<file path="config.mk">
export PLATFORM = sky130hd
export DESIGN_NAME = word_unpack_64to32
export DESIGN_NICKNAME = d
export VERILOG_FILES = /design/src/rtl/word_unpack_64to32.sv
export SDC_FILE = /design/constraint.sdc
export NUM_CORES = 1
export LEC_CHECK = 0
export ABC_AREA = 1
export CORE_ASPECT_RATIO = 0.7
export CORE_MARGIN = 3
export CORE_UTILIZATION = 23
export CTS_CLUSTER_DIAMETER = 60
export DETAILED_ROUTE_END_ITERATION = 6
export SYNTH_ARGS = -nofsm -noshare
export SYNTH_HDL_FRONTEND = slang
export SYNTH_SLANG_ARGS = --single-unit
</file>
<file path="constraint.sdc">
create_clock -name clock -period 1.6 [get_ports clock]
set_input_delay 0.32 -clock clock [delete_from_list [all_inputs] [get_ports clock]]
set_output_delay 0.32 -clock clock [all_outputs]
set_load 0.1 [all_outputs]
</file>
<file path="src/rtl/word_unpack_64to32.sv">
// Unpacks a 64-bit result word into two 32-bit beats with valid/ready handshakes on both sides.
// Optionally sends a word whose upper half is zero as a single lo beat.
module word_unpack_64to32 #(
    parameter bit LO_FIRST     = 1'b1,
    parameter bit SKIP_ZERO_HI = 1'b0
) (
    input  logic        clock,
    input  logic        clr_n,
    input  logic        in_valid,
    output logic        in_ready,
    input  logic [63:0] in_data,
    output logic        out_valid,
    input  logic        out_ready,
    output logic [31:0] out_data,
    output logic        out_hi,
    output logic        out_last
);

    // state   | meaning
    // IDLE    | no word held, waiting for an input accept
    // FIRST   | presenting the first beat of the held word
    // SECOND  | presenting the final beat; next word may load on the same edge
    typedef enum logic [1:0] {
        ST_IDLE   = 2'd0,
        ST_FIRST  = 2'd1,
        ST_SECOND = 2'd2
    } state_t;

    state_t      r_state;
    state_t      w_state_nxt;
    logic [63:0] r_hold;
    logic [63:0] w_hold_nxt;
    logic        w_single;
    logic        w_in_ready;
    logic        w_last_xfer;

    assign w_single = SKIP_ZERO_HI && (r_hold[63:32] == 32'h0);

    always_ff @(posedge clock or negedge clr_n) begin
        if (!clr_n) begin
            r_state <= ST_IDLE;
            r_hold  <= 64'h0;
        end else begin
            r_state <= w_state_nxt;
            r_hold  <= w_hold_nxt;
        end
    end

    always_comb begin
        w_state_nxt = r_state;
        w_hold_nxt  = r_hold;
        w_in_ready  = 1'b0;
        w_last_xfer = 1'b0;
        out_valid   = 1'b0;
        out_data    = 32'h0;
        out_hi      = 1'b0;
        out_last    = 1'b0;
        case (r_state)
            ST_IDLE: begin
                w_in_ready = 1'b1;
                if (in_valid) begin
                    w_state_nxt = ST_FIRST;
                    w_hold_nxt  = in_data;
                end
            end
            ST_FIRST: begin
                out_valid = 1'b1;
                if (w_single) begin
                    // A zero upper half is dropped; the lo word goes out alone as the last beat.
                    out_data    = r_hold[31:0];
                    out_last    = 1'b1;
                    w_in_ready  = out_ready;
                    w_last_xfer = out_ready;
                end else begin
                    out_data = LO_FIRST ? r_hold[31:0] : r_hold[63:32];
                    out_hi   = !LO_FIRST;
                    if (out_ready) begin
                        w_state_nxt = ST_SECOND;
                    end
                end
            end
            ST_SECOND: begin
                out_valid   = 1'b1;
                out_data    = LO_FIRST ? r_hold[63:32] : r_hold[31:0];
                out_hi      = LO_FIRST;
                out_last    = 1'b1;
                w_in_ready  = out_ready;
                w_last_xfer = out_ready;
            end
            default: begin
                w_state_nxt = ST_IDLE;
            end
        endcase

        // Final beat leaving: reload without a bubble if a new word is offered.
        if (w_last_xfer) begin
            if (in_valid) begin
                w_state_nxt = ST_FIRST;
                w_hold_nxt  = in_data;
            end else begin
                w_state_nxt = ST_IDLE;
            end
        end
    end

    assign in_ready = w_in_ready & clr_n;

endmodule

</file>
==> summary.md <==
| Metric | Value |
|---|---|
| Combinational power share | 0.711 |
| Io pins | 104 |
| CTS tree | yes |
| Slew headroom | 0.423 |
| Avg Cell Area, Syn | 7.86 sq um |
| CP Max Fanout | 6 |
| RSZ-0062 raised after global routing | yes |
| Critical Path RT | 1.28 ns |
| Clk sinks | 66 |
| Final Net Count | 636 |
| Fin crit share | 1.31 |
| Tmin final | 2.10 ns |
| GRT Overall Usage | 0.187 |
| Ratio of cells with drive above 1 in the final layout | 0.544 |
| Met2 routed WL | 6720 microns |
| WS Path Type | reg2out |
| Starting density of the core | 0.240 |
| Routed met1 length | 6810 microns |
| DRC Markers | 0 |
| CP startpoint kind | flip-flop |
| # setup viols final | 101 |
| Fillers | 1132 |
| Total die area | 15500 sq um |
| Worst Setup End Kind | output pin |
| Max-cap viol count | 0 |
| Worst skew pair latency | 0.33 ns |
| Die height | 105 microns |
| Top routing layer used | met4 |
| Gr ovfl total | 0 |
| Synth Register Bits | 66 |
| Die Span X | 147 microns |
| Area grow syn2layout | 125% |
| Cells after synthesis | 410 |
| TritonCTS Buffers | 9 |
| Hold Buf Count CTS | 0 |
| Reg power frac | 0.188 |
| Seq/Total Area, Yosys | 0.512 |
| Netlist cell types | 15 |
| Top post-synthesis cells by count | nand2_1, nand3_1, dfrtp_1, a21oi_1 |
| Outcome | finished with violations |
| Max clock buf depth | 2 |
| Async S/R FF share, synth | 1.00 |
| Largest area contributor in the netlist | dfrtp_1 |
| DR WL met3 | 766 microns |
| Leakage power | 3.06 nW |
| Crit path DAT | 1.78 ns |
| Internal power | 9.13 mW |
| Area of the multi-input gates | 2450 sq um |
| DP Area | 5300 sq um |
| Routed WL | 14500 microns |
| Number of flops mapped to enable cells by yosys | 0 |
| Num rows | 35 |
| Fin Hold WS | 0.191 ns |
| Primary FF master, synth | dfrtp_1 |
| Core Area | 13400 sq um |
| Final Hold Fails | 0 |
| Clk pwr share | 0.102 |
| Post-Route Skew | 0.00856 ns |
| Max Clock Freq | 477 MHz |
| Switch Pwr | 8.07 mW |
| Violated checks | setup timing |
| Vias per cell | 4.66 |
| Setup WS post-layout | -0.498 ns |
| Buffers on Ports | 103 |
| Largest net degree at the start of global routing | 67 |
| Wirelength per Cell | 19.2 microns |
| Placer congestion estimate | 0.816 |
| Synth top area cells | dfrtp_1, nand2_1, nand3_1, a21oi_1, buf_4 |
| Max IR drop VDD | 1.47 mV |
| PwrDens | 2370 nW/um^2 |
| # H-tree levels | 3 |
| Vias in the first global route | 3810 |
| Synth top area share | 0.512 |
| Count leader, synth | nand2_1 |
| Net Sw Frac | 0.469 |
| Root Driver | clkbuf_16 |
| Iteration-0 DRC Markers | 143 |
| Hold crit path type | in2async |
| Ys Warns | 0 |
| Final slew viol count | 0 |
| HPWL after DPL | 7610 microns |
| First-pass GRT wire length | 22100 microns |
| Pre-antenna DRT Iters | 4 |
| Register Area | 1650 sq um |
| Final ANT Viol Nets | 0 |
| Final Cell Area | 7260 sq um |
| Worst-Margin Slew | 0.865 ns |
| Initial antenna violation count | 0 |
| Net Count, Synth | 482 |
| N_diodes | 0 |
| Post-Syn Area | 3220 sq um |
| Vias | 3507 |
| Reg clk slew, reported paths | 0.05 ns |
[area by class of cell]
cell class                 instances  area share
clock inverter                     5     0.00448
inverter                           7     0.00535
timing repair buffer             174       0.361
tap                              185      0.0319
multi-input combinational        306       0.338
sequential                        66       0.228
clock buffer                      10      0.0316
[power by group through the flow]
stage | sequential [mW] | clock (mW) | combinational, mW
finish | 3.23 | 1.75 | 12.2
global route | 3.32 | 1.87 | 12.8
CTS | 3.02 | 1.79 | 11.7
detailed placement | 2.94 | 0 | 7.75
global placement | 2.94 | 0 | 7.61
floorplan | 2.81 | 0 | 5.40
[kinds of logic after synthesis]
family                   count (synthesis)  synth area share
flip-flops                              66             0.512
buffers and inverters                   39            0.0761
adder cells (fa/ha/maj)                  4            0.0155
AND/OR/NAND/NOR                        267             0.342
AO/OA/AOI/OAI                           34            0.0536
[worst max-delay path: stages, from the launching register on]
cell	delay (ns)
dfrtp_1	0.40
inv_2	0.09
ha_4	0.32
clkinv_8	0.11
clkbuf_16	0.19
a21oi_4	0.15
buf_12	0.19
[stage by stage]
| step | setup TNS (ns) | instances | power (mW) | setup WS, ns | util |
|---|---|---|---|---|---|
| floorplan | -21.97 | 410 | 8.21 | -0.689 | - |
| global placement | -4.46 | 689 | 10.6 | -0.151 | 0.394 |
| detailed placement | -7.17 | 689 | 10.7 | -0.229 | 0.394 |
| CTS | -36.60 | 749 | 16.5 | -0.451 | 0.513 |
| global route | -42.00 | 753 | 18.0 | -0.569 | 0.540 |
| finish | -36.32 | 753 | 17.2 | -0.498 | 0.540 |
[path summary, 6_finish.rpt]
kind                                              from                    endpoint  slack (ns)  depth (start not counted)
worst max register to register  r_state[0]$_DFFE_PN0P_                   flip-flop       -0.34                         13
max in group asynchronous                        clr_n  asynchronous set/reset pin        0.82                          2
min in group clock                           flip-flop                   flip-flop        0.48                          2
worst min-delay path                             clr_n  asynchronous set/reset pin        0.19                          2
worst min register to register               flip-flop                   flip-flop        0.48                          2
worst max-delay path            r_state[0]$_DFFE_PN0P_                 out_data[3]       -0.50                          6
[routing by layer]
layer	GRT usage	vias to the layer above
met3	0.0403	21
met4	0.0399	0
li1	-	1635
met5	0	-
met2	0.288	108
met1	0.269	1743
[timing repair]
item / 4_1_cts / 5_1_grt
pin swaps: 38 / 38
buffers inserted: 24 / 18
gates resized for setup: 130 / 123
cloned: 22 / 1
endpoints found under the setup margin: 94 / 102
[placed cells by master (no fill, tap or decap), drive strengths merged]
cell type      synthesis  routed
buf                   26     108
dfrtp                 66      66
nand3                 67      67
o21ai                  1       1
inv                    7       6
clkbuf                 6      11
a21oi                 32      32
clkdlybuf4s50          0      65
a21boi                 1       1
nand2                200     201
clkinvlp               0       3
ha                     4       4
clkinv                 0       3
Power figures use the tool's default switching activity.
